==> config.mk <==
export PLATFORM = sky130hd
export DESIGN_NAME = frame_stream_tx_flat
export DESIGN_NICKNAME = d
export VERILOG_FILES = /design/src/rtl/frame_stream_tx_if.sv /design/src/rtl/frame_stream_tx.sv /design/src/flat_wrapper.sv
export SDC_FILE = /design/constraint.sdc
export NUM_CORES = 1
export LEC_CHECK = 0
export ABC_AREA = 1
export BUFFER_PORTS_ARGS = -buffer_cell sky130_fd_sc_hd__buf_4
export CAP_MARGIN = 30
export CORE_ASPECT_RATIO = 1.4
export CORE_MARGIN = 2
export CORE_UTILIZATION = 40
export DETAILED_ROUTE_END_ITERATION = 7
export PLACE_DENSITY_LB_ADDON = 0.05
export SLEW_MARGIN = 25
export SYNTH_ARGS = -nofsm -noshare
export SYNTH_HDL_FRONTEND = slang
export SYNTH_SLANG_ARGS = --single-unit
==> constraint.sdc <==
create_clock -name system_clk_in -period 2.24 [get_ports system_clk_in]
set_input_delay 0.112 -clock system_clk_in [delete_from_list [all_inputs] [get_ports system_clk_in]]
set_output_delay 0.112 -clock system_clk_in [all_outputs]
set_load 0.03 [all_outputs]
==> src/rtl/frame_stream_tx_if.sv <==
// Frame-buffer read port plus pixel stream output of frame_stream_tx.
// master = the transmitter, slave = the frame-buffer / sink side.
interface frame_stream_tx_if;
    logic        start_in;
    logic [16:0] addr_out;
    logic [15:0] rd_data_in;
    logic [15:0] pixel_out;
    logic        valid_pixel_out;
    logic        frame_done_out;
    logic        busy_out;
    logic [10:0] hcount_out;
    logic [9:0]  vcount_out;

    modport master (
        input  start_in, rd_data_in,
        output addr_out, pixel_out, valid_pixel_out, frame_done_out,
        busy_out, hcount_out, vcount_out
    );
    modport slave (
        output start_in, rd_data_in,
        input  addr_out, pixel_out, valid_pixel_out, frame_done_out,
        busy_out, hcount_out, vcount_out
    );
endinterface

==> src/rtl/frame_stream_tx.sv <==
// Streams one frame from a frame buffer, one pixel every BRAM_LATENCY+1+GAP_CYCLES
// cycles, with row-major addressing and strobed pixel output.
module frame_stream_tx #(
    parameter int H_ACTIVE     = 320,
    parameter int V_ACTIVE     = 240,
    parameter int BRAM_LATENCY = 2,
    parameter int GAP_CYCLES   = 1
) (
    input  logic              system_clk_in,
    input  logic              rst_in,
    frame_stream_tx_if.master fs
);
    typedef enum logic [2:0] {IDLE, FETCH, SEND, GAP, DONE} state_t;

    localparam logic [3:0]  FETCH_LAST = 4'(BRAM_LATENCY - 1);
    localparam logic [3:0]  GAP_LAST   = 4'(GAP_CYCLES - 1);
    localparam logic [10:0] H_LAST     = 11'(H_ACTIVE - 1);
    localparam logic [9:0]  V_LAST     = 10'(V_ACTIVE - 1);

    state_t      state_q;
    logic [3:0]  cnt_q;
    logic [10:0] h_q;
    logic [9:0]  v_q;
    logic [16:0] addr_q;
    logic [15:0] pix_q;
    logic [10:0] hout_q;
    logic [9:0]  vout_q;
    logic        vld_q, done_q, busy_q;

    logic eol, last_px;
    assign eol     = (h_q == H_LAST);
    assign last_px = eol && (v_q == V_LAST);

    always_ff @(posedge system_clk_in) begin
        if (rst_in) begin
            state_q <= IDLE;
            cnt_q   <= '0;
            h_q     <= '0;
            v_q     <= '0;
            addr_q  <= '0;
            pix_q   <= '0;
            hout_q  <= '0;
            vout_q  <= '0;
            vld_q   <= 1'b0;
            done_q  <= 1'b0;
            busy_q  <= 1'b0;
        end else begin
            vld_q  <= 1'b0;
            done_q <= 1'b0;
            case (state_q)
                IDLE: begin
                    if (fs.start_in) begin
                        state_q <= FETCH;
                        cnt_q   <= '0;
                        busy_q  <= 1'b1;
                    end
                end
                FETCH: begin
                    // Address has been stable for BRAM_LATENCY cycles at this edge.
                    if (cnt_q == FETCH_LAST) begin
                        state_q <= SEND;
                        pix_q   <= fs.rd_data_in;
                        hout_q  <= h_q;
                        vout_q  <= v_q;
                        vld_q   <= 1'b1;
                    end else begin
                        cnt_q <= cnt_q + 4'd1;
                    end
                end
                SEND: begin
                    state_q <= GAP;
                    cnt_q   <= '0;
                end
                GAP: begin
                    if (cnt_q == GAP_LAST) begin
                        cnt_q <= '0;
                        if (last_px) begin
                            state_q <= DONE;
                            done_q  <= 1'b1;
                            h_q     <= '0;
                            v_q     <= '0;
                            addr_q  <= '0;
                        end else begin
                            state_q <= FETCH;
                            addr_q  <= addr_q + 17'd1;
                            h_q     <= eol ? 11'd0 : h_q + 11'd1;
                            v_q     <= eol ? v_q + 10'd1 : v_q;
                        end
                    end else begin
                        cnt_q <= cnt_q + 4'd1;
                    end
                end
                DONE: begin
                    state_q <= IDLE;
                    busy_q  <= 1'b0;
                end
                default: state_q <= IDLE;
            endcase
        end
    end

    assign fs.addr_out        = addr_q;
    assign fs.pixel_out       = pix_q;
    assign fs.hcount_out      = hout_q;
    assign fs.vcount_out      = vout_q;
    assign fs.valid_pixel_out = vld_q;
    assign fs.frame_done_out  = done_q;
    assign fs.busy_out        = busy_q;
endmodule

==> src/flat_wrapper.sv <==
// flat-port wrapper written by rule: the top's interface ports become plain ports
module frame_stream_tx_flat 
#(
    parameter int H_ACTIVE     = 320,
    parameter int V_ACTIVE     = 240,
    parameter int BRAM_LATENCY = 2,
    parameter int GAP_CYCLES   = 1
)
  (system_clk_in, rst_in, fs_start_in, fs_rd_data_in, fs_addr_out, fs_pixel_out, fs_valid_pixel_out, fs_frame_done_out, fs_busy_out, fs_hcount_out, fs_vcount_out);
  frame_stream_tx_if fs_i ();
  input  logic system_clk_in;
  input  logic rst_in;
  input wire logic [$bits(fs_i.start_in)-1:0] fs_start_in;
  input wire logic [$bits(fs_i.rd_data_in)-1:0] fs_rd_data_in;
  output wire logic [$bits(fs_i.addr_out)-1:0] fs_addr_out;
  output wire logic [$bits(fs_i.pixel_out)-1:0] fs_pixel_out;
  output wire logic [$bits(fs_i.valid_pixel_out)-1:0] fs_valid_pixel_out;
  output wire logic [$bits(fs_i.frame_done_out)-1:0] fs_frame_done_out;
  output wire logic [$bits(fs_i.busy_out)-1:0] fs_busy_out;
  output wire logic [$bits(fs_i.hcount_out)-1:0] fs_hcount_out;
  output wire logic [$bits(fs_i.vcount_out)-1:0] fs_vcount_out;
  assign fs_i.start_in = fs_start_in;
  assign fs_i.rd_data_in = fs_rd_data_in;
  assign fs_addr_out = fs_i.addr_out;
  assign fs_pixel_out = fs_i.pixel_out;
  assign fs_valid_pixel_out = fs_i.valid_pixel_out;
  assign fs_frame_done_out = fs_i.frame_done_out;
  assign fs_busy_out = fs_i.busy_out;
  assign fs_hcount_out = fs_i.hcount_out;
  assign fs_vcount_out = fs_i.vcount_out;
  frame_stream_tx #(.H_ACTIVE(H_ACTIVE), .V_ACTIVE(V_ACTIVE), .BRAM_LATENCY(BRAM_LATENCY), .GAP_CYCLES(GAP_CYCLES)) u_core (.system_clk_in(system_clk_in), .rst_in(rst_in), .fs(fs_i));
endmodule
Word level (Yosys, flattened, before mapping)

Index checks and enable logic that the tools add are counted.

Bits in registers: 85
Bits of input ports: 19
Output and inout port bits: 57
Logic and storage cells: 61

Add/sub/neg operators: 4
Equality and inequality tests: 11
Muxes and demuxes: 18
Bitwise gates (word level): 3
Reductions and logical operators: 14

Operator list:

| kind                                                             | number |
|---|---|
| 11-bit 2-to-1 mux                                                | 2 |
| 10-bit 2-to-1 mux                                                | 2 |
| 17-bit by 1-bit adder with 17-bit output, second input constant  | 1 |
| 17-bit 2-to-1 mux                                                | 1 |
| 4-bit case mux with 4 select lines                               | 1 |
| 3-bit 2-to-1 mux                                                 | 4 |
| 4-bit 2-to-1 mux                                                 | 3 |
| 3-bit case mux with 4 select lines                               | 1 |
| 11-bit by 1-bit adder with 11-bit output, second input constant  | 1 |
| 11-bit by 9-bit == test with 1-bit output, second input constant | 1 |
| 10-bit by 1-bit adder with 10-bit output, second input constant  | 1 |
| 10-bit by 8-bit == test with 1-bit output, second input constant | 1 |
| 3-bit AND reduction                                              | 3 |
| 3-bit by 2-bit == test with 1-bit output, second input constant  | 2 |
| 2-bit AND reduction                                              | 3 |
| 4-bit by 1-bit adder with 4-bit output, second input constant    | 1 |
| 4-bit by 1-bit == test with 1-bit output, second input constant  | 1 |
| 4-bit zero test                                                  | 1 |
| 2-bit by 1-bit != test with 1-bit output, second input constant  | 2 |
| 2-bit != test, second input constant                             | 2 |
| 2-bit nonzero test                                               | 2 |
| 4-bit nonzero test                                               | 1 |
| 3-bit by 1-bit == test with 1-bit output, second input constant  | 1 |
| 3-bit == test, second input constant                             | 1 |
| other kinds (7)                                                  | 11 |

Depth between registers and ports, before layout

Gate-level depths: netlist of run 1.

Word-level depth: 5
Gate-level depth with buffers: 11
Mapped depth without buffers: 10

Least setup slack after synthesis of run 1

OpenSTA, ideal clock, no wires.

Path type: flip-flop to flip-flop
From: register u_core.addr_q[0] (netlist: u_core.fs.addr_out[0])
To: register u_core.addr_q[16] (netlist: u_core.fs.addr_out[16])
Arrival time: 1.587 ns
Required time: 2.124 ns
Slack: 0.537 ns
Stages on the path, launching flop included: 9
Buffers on the path: 0
Clock period less this slack: 1.703 ns
Cells stage by stage: dfxtp_1 > ha_1 > nand2_1 > nor3_1 > nand3_4 > nor2_2 > nand3_1 > nand2_1 > nor2_1

Cells in the longest elaborated chain, start to end: 2

Ends and longest elaborated chain:

| what                                     | RTL line              | text |
|---|---|---|
| start, declared                          | frame_stream_tx.sv:24 | `logic [16:0] addr_q;` |
| start signal, assigned                   | frame_stream_tx.sv:85 | `addr_q <= addr_q + 17'd1;` |
| 17-bit by 1-bit adder with 17-bit output | frame_stream_tx.sv:85 |  |
| 17-bit 2-to-1 mux                        | frame_stream_tx.sv:77 | `if (last_px) begin` |

Every way passes these cells.
A chain may end at the register's enable or synchronous reset.

Final worst setup path of run 1

From: register u_core.h_q[0]
To: register u_core.addr_q[4] (netlist: u_core.fs.addr_out[4])

Cells in the longest elaborated chain, start to end: 3

Ends and longest elaborated chain:

| what                                      | RTL line              | text |
|---|---|---|
| start, declared                           | frame_stream_tx.sv:22 | `logic [10:0] h_q;` |
| start signal, assigned                    | frame_stream_tx.sv:86 | `h_q <= eol ? 11'd0 : h_q + 11'd1;` |
| 11-bit by 9-bit == test with 1-bit output | frame_stream_tx.sv:31 | `assign eol = (h_q == H_LAST);` |
| 1-bit logical AND                         | frame_stream_tx.sv:32 | `assign last_px = eol && (v_q == V_LAST);` |
| 17-bit 2-to-1 mux                         | frame_stream_tx.sv:77 |  |

Every way passes these cells.

==> metrics.cfg, run 1 <==
[status]
status = completed

[die]
core_area_um2 = 9029
die_h_um = 117.9
rows = 41
dieArea_um2 = 10060
start_util = 0.4102
die_w_um = 85.33
io_pins = 76

[logic_synthesis]
yosys.area.top_type = dfxtp_1
syn-num-nets = 520
synth_cell_type_count = 32
synth_warnings = 0
ys_ff_latch = 85
synth_area_leaders = dfxtp_1, nor2_1, nand2_1, o21ai_0, a21oi_1
synthCells = 495
synth_common_cells = nor2_1, dfxtp_1, nand2_1
synth_most_common_cell = nor2_1
seq_area_frac_synth = 0.4595
avgSynthCellArea_um2 = 7.482
synth_top_area_share = 0.4595
ys_async_sr_fraction = 0
synth-edff-count = 0
ys.flop_type = dfxtp_1
syn_area_um2 = 3704

[cts]
clk_pin_slew_ns = 0.06
htreeDepth = 3
tritoncts = yes
clkLatencyLatePin_ns = 0.34
cts_buffers = 9
holdBufCountCts = 13
cts_resized = 0
root_buffer = clkbuf_16
cts_buffer_depth = 2
postCtsSetupRepairBufs = 0
numClockSinks = 85

[cells_and_area]
finalCoreUtilization = 0.5376
fin_area_um2 = 4853
multi_input_area_um2 = 1745
drive_gt1_frac = 0.1952
seqCellArea_um2 = 1702
nNetsFinal = 609
syn2layout_area_growth_pct = 31.05
diodes = 0
fillCellCount = 902

[setup_path]
path_cells = ha_1 -> nand3_1 -> nor2_4 -> nand3_4 -> o21ai_4 -> nor2_1
critical_path_buf_inv_count = 0
critical-path-slowest-cell = o21ai_4
crit_type = flip-flop to flip-flop
endpoint_kind = flip-flop
cpPeakStageDelay_ns = 0.44
cp-start-kind = flip-flop
path_delay_family = simple AND/OR/NAND/NOR gates
crit_fanout = 17
cp.required_ns = 2.45
crit_arrival_ns = 2.01

[timing]
fin_skew_ns = 0.008367
fmax_ghz = 0.5557
tns_ns = 0
fin_crit_sh = 0.8034
rsz0062_at_grt = no
setup_violations = 0
finalHoldViolCount = 0
tightest_slew_ns = 0.8156
slew_violations = 0
whs_ns = 0.004110
max_slew_margin = 0.4556
period_minus_slack_ns = 1.800

[global_route]
grt_pass1_vias = 3407
grt_pass1_wl_um = 15600
overflow = 0
antenna_found_initial = 0
grtUsageTotal = 0.1933
grt_max_degree = 45

[power]
total_power_mw = 3.908
p_per_area_nw_per_um2 = 805.3
peakVddDrop_mv = 0.4330
p_leak_nw = 2.101

[detailed_routing]
drt-vias-per-instance = 4.990
ant_nets = 0
finalWirelength_um = 9320
routedWlPerCell_um = 13.39
vias = 3473
drc = 0
drt-initial-drc-count = 161
drt-pass1-iter-count = 4

[placement]
dp_hpwl_um = 6592
placed_cell_area_um2 = 4350
port_buffers = 75
place.gp.congestion = 0.7984

[run]
maxCapViolations = 0

[hold_path]
min_path_type = input port to flip-flop

-- registers in the layout, summed over array words and instances (netlist names) --
| signal | count |
|---|---|
| u_core.state_q | 3 |
| u_core.fs.frame_done_out | 1 |
| u_core.v_q | 10 |
| u_core.h_q | 11 |
| u_core.fs.valid_pixel_out | 1 |
| u_core.fs.hcount_out | 11 |
| u_core.fs.vcount_out | 10 |
| u_core.fs.pixel_out | 16 |
| u_core.fs.busy_out | 1 |
| u_core.fs.addr_out | 17 |
| u_core.cnt_q | 4 |
-- cells by family (layout without fill, tap and decap cells) --
family                     count (synthesis)  count (layout)  synth area share
xor gates and xnor gates                  10              10           0.02365
adders and majority gates                  6               6           0.02027
buffers and inverters                     60             154           0.06925
and+or+nand+nor                          241             241            0.2936
AOI/OAI and AO/OA                         93              93            0.1338
DFF                                       85              85            0.4595
-- cell type report --
cell class	instances	area share
Clock buffer	10	0.04924
Clock inverter	6	0.02758
Inverter	45	0.03480
Multi-Input combinational cell	350	0.3596
Sequential cell	85	0.3506
Tap cell	107	0.02758
Timing Repair Buffer	93	0.1506
-- cells in the final DEF (no fill, tap or decap), types with 2 or more instances in the layout --
cell,count
inv_1,43
a211oi_1,2
dfxtp_1,85
ha_1,6
a21oi_1,35
o21ai_0,48
xnor2_1,2
nor2_1,106
o21bai_1,4
nor3_1,15
nand2_2,2
nand4_1,7
nor2_4,4
clkbuf_16,9
nand3_4,3
nand3_2,2
nand2_1,70
xor2_1,8
bufinv_16,4
nor2_2,4
nor3_2,2
buf_4,80
nand3_1,24
dlygate4sd3_1,13
-- worst paths after layout --
path | depth (start not counted) | end | start | slack (ns)
worst max register to register | 6 | u_core.fs.addr_out[4]$_SDFFE_PP0P_ | u_core.h_q[0]$_SDFFE_PP0P_ | 0.44
worst min register to register | 2 | u_core.v_q[3]$_SDFFE_PP0P_ | u_core.v_q[3]$_SDFFE_PP0P_ | 0.48
worst min-delay path | 3 | u_core.fs.pixel_out[1]$_SDFFE_PP0P_ | fs_rd_data_in[1] | 0.004
worst max-delay path | 6 | u_core.fs.addr_out[4]$_SDFFE_PP0P_ | u_core.h_q[0]$_SDFFE_PP0P_ | 0.44
-- report_power, final --
group	switching (mW)	total [mW]	leakage, nW	internal (mW)
sequential	0.0450	1.62	0.687	1.58
clock	0.605	1.84	0.183	1.23
combinational	0.285	0.449	1.23	0.164
total	0.935	3.91	2.10	2.97
-- tightest hold or removal path, cell delays in order --
cell and delay (ns):
buf_4 0.08, nor2_1 0.03, nor2_1 0.08
-- stage by stage --
step	instances	worst slack (ns)
finish	696	0.4404
global route	696	0.2184
CTS	696	0.4235
detailed placement	667	0.4311
global placement	667	0.4897
floorplan	495	0.5372
-- metal layers --
metal | vias up | share of wire | global-route usage
met1 | 1602 | 0.41 | 0.2170
li1 | 1784 | - | -
met2 | 76 | 0.53 | 0.3452
met4 | 0 | 0.015 | 0.08135
met5 | - | 0 | 0
met3 | 11 | 0.043 | 0.04208
(Power assumes the default switching activity.)
==> run 2: changes to the inputs <==
--- a/config.mk
+++ b/config.mk
@@ -5,7 +5,7 @@
 export SDC_FILE = /design/constraint.sdc
 export NUM_CORES = 1
 export LEC_CHECK = 0
-export ABC_AREA = 1
+export ABC_AREA = 0
 export BUFFER_PORTS_ARGS = -buffer_cell sky130_fd_sc_hd__buf_4
 export CAP_MARGIN = 30
 export CORE_ASPECT_RATIO = 1.4
==> constraint.sdc (replaced) <==
create_clock -name system_clk_in -period 1.8 [get_ports system_clk_in]
set_input_delay 0.09 -clock system_clk_in [delete_from_list [all_inputs] [get_ports system_clk_in]]
set_output_delay 0.09 -clock system_clk_in [all_outputs]
set_load 0.03 [all_outputs]
==> run 2 against run 1 <==
The run now ends with setup timing left. Clock power is 2% higher. Global-route usage increased by 0.84 points. Utilization rose by 6.8 points. Non-clock buffer count is 65 higher. Die area fell by 2.6%. Design area is 11% higher. First-iteration DRC count shrank 14%. Critical path depth up 2. Count of clock-buffer cells in the layout is 3 higher.
==> metrics.cfg, run 2 <==
[status]
status = finished with violations
failed_checks = setup timing

[setup_path]
cpPeakStageDelay_ns = 0.44
path_cells = inv_2 -> ha_4 -> nand4bb_1 -> buf_6 -> or4_4 -> buf_4 -> or3_1 -> a21oi_1
crit_arrival_ns = 2.19
critical-path-slowest-cell = or4_4
cp-start-kind = flip-flop
crit_type = flip-flop to flip-flop
cp.required_ns = 2.07
endpoint_kind = flip-flop
crit_fanout = 7

[logic_synthesis]
ys.flop_type = dfxtp_1
synthCells = 438
syn-num-nets = 463
synth_warnings = 0
avgSynthCellArea_um2 = 8.224
synth_area_leaders = dfxtp_1, a21oi_1, nand2_1, or4_1, nand3_1
synth_common_cells = nand2_1, dfxtp_1, a21oi_1
ys_ff_latch = 85
syn_area_um2 = 3602
synth_top_area_share = 0.4724
synth_cell_type_count = 41
ys_async_sr_fraction = 0
synth-edff-count = 0
synth_most_common_cell = nand2_1
seq_area_frac_synth = 0.4724
yosys.area.top_type = dfxtp_1

[cts]
cts_buffer_depth = 2
tritoncts = yes
htreeDepth = 3
root_buffer = clkbuf_16
cts_buffers = 9
clk_pin_slew_ns = 0.06
numClockSinks = 85
clkLatencyLatePin_ns = 0.34

[die]
start_util = 0.4059
die_h_um = 116.3
dieArea_um2 = 9791
core_area_um2 = 8875
rows = 41
die_w_um = 84.20
io_pins = 76

[cells_and_area]
layout_common_cells = buf_4, nand2_1, dfxtp_1
multi_input_area_um2 = 1892
fin_area_um2 = 5373
finalCoreUtilization = 0.6054
syn2layout_area_growth_pct = 49.15
mostFrequentLayoutCell = buf_4
diodes = 0
nNetsFinal = 603
drive_gt1_frac = 0.3345
seqCellArea_um2 = 1709
fillCellCount = 824
largest_register_ffs = 17

[placement]
placed_cell_area_um2 = 4752
port_buffers = 75
dp_hpwl_um = 6687
place.gp.congestion = 0.8510

[timing]
rsz0062_at_grt = yes
fmax_ghz = 0.5205
setup_violations = 26
period_minus_slack_ns = 1.921
max_slew_margin = 0.7473
fin_crit_sh = 1.067
tns_ns = -0.8536
tightest_slew_ns = 0.3738
finalHoldViolCount = 0
setup_ws_ns = -0.1214
whs_ns = 0.01114
fin_skew_ns = 0.007266
slew_violations = 0

[detailed_routing]
drt-pass1-iter-count = 4
drt-vias-per-instance = 5.194
drt-initial-drc-count = 138
ant_nets = 0
routedWlPerCell_um = 13.87
drc = 0
finalWirelength_um = 9568
vias = 3584

[global_route]
overflow = 0
grt_pass1_wl_um = 16050
antenna_found_initial = 0
grt_max_degree = 32
grt_pass1_vias = 3521
grtUsageTotal = 0.2017

[power]
p_per_area_nw_per_um2 = 765.2
p_leak_nw = 2.063
peakVddDrop_mv = 0.6713
total_power_mw = 4.111

[run]
maxCapViolations = 0

[hold_path]
min_path_type = input port to flip-flop

[run 2: cell types whose count changed in the layout (fill, tap and decap cells not counted), moves of 6 or more]
cell and delta:
dfxtp_2 +6, o31ai_1 +14, inv_1 -37, or4_1 +13, or3_1 +7, nor3_1 -9, nor2_1 -90, buf_4 +55
nand2_1 +19, a21oi_1 +29, o21ai_0 -40, dfxtp_1 -6
[run 2: cells by family after synthesis]
family,count (synthesis),synth area share
buf+inv,37,0.04237
simple gates,195,0.2720
compound gates,103,0.1633
xor+xnor,12,0.02918
fa+ha+maj,6,0.02084
flops,85,0.4724
[run 2: final timing paths]
check | from | to | slack, ns | cells past startpoint
setup / recovery | u_core.cnt_q[1]$_SDFFE_PP0P_ | u_core.h_q[8]$_SDFFE_PP0P_ | -0.12 | 8
hold reg to reg | u_core.fs.vcount_out[5]$_SDFFE_PP0P_ | u_core.fs.vcount_out[5]$_SDFFE_PP0P_ | 0.45 | 2
hold / removal | fs_rd_data_in[4] | u_core.fs.pixel_out[4]$_SDFFE_PP0P_ | 0.01 | 3
setup reg to reg | u_core.cnt_q[1]$_SDFFE_PP0P_ | u_core.h_q[8]$_SDFFE_PP0P_ | -0.12 | 8
[run 2: where the power goes]
group | total, mW | leakage, nW | switching, mW | internal, mW
clock | 1.88 | 0.150 | 0.725 | 1.15
combinational | 0.324 | 1.22 | 0.171 | 0.153
sequential | 1.91 | 0.689 | 0.0103 | 1.90
total | 4.11 | 2.06 | 0.905 | 3.21
[run 2: per-stage QoR]
stage / worst slack, ns / instances
4_1_cts: -0.1470 / 689
6_report: -0.1214 / 690
2_1_floorplan: -0.1896 / 438
3_5_place_dp: -0.1739 / 655
3_3_place_gp: -0.1030 / 655
5_1_grt: -0.2145 / 690
[run 2: final cells by class]
class | instances | share of cell area
multi-input combinational | 316 | 0.3521
tap | 107 | 0.02492
clock inverter | 3 | 0.008151
clock buffer | 13 | 0.04844
sequential | 85 | 0.3181
timing repair buffer | 158 | 0.2427
inverter | 8 | 0.005589
[run 2: metal layers]
layer	vias to the layer above	routed length, µm	track usage
met5	-	0	0
met4	0	197	0.09032
met3	18	389	0.04523
met2	76	4966	0.3635
met1	1659	4015	0.2275
li1	1831	-	-
[run 2: timing repair]
action,CTS,global route
cloned,0,1
resized for setup,8,22
hold buffers,14,0
endpoints found under the hold margin,14,0
pin swaps,6,2
endpoints found under the setup margin,61,71
buffers inserted,4,0
[run 2: worst max-delay path: cells and delay by family, from the launching register on]
kind	cells	cell delay, ns
AO/OA/AOI/OAI	1	0.13
buffers and inverters	3	0.39
AND/OR/NAND/NOR	3	0.87
adder cells (fa/ha/maj)	1	0.13
flip-flops	1	0.32
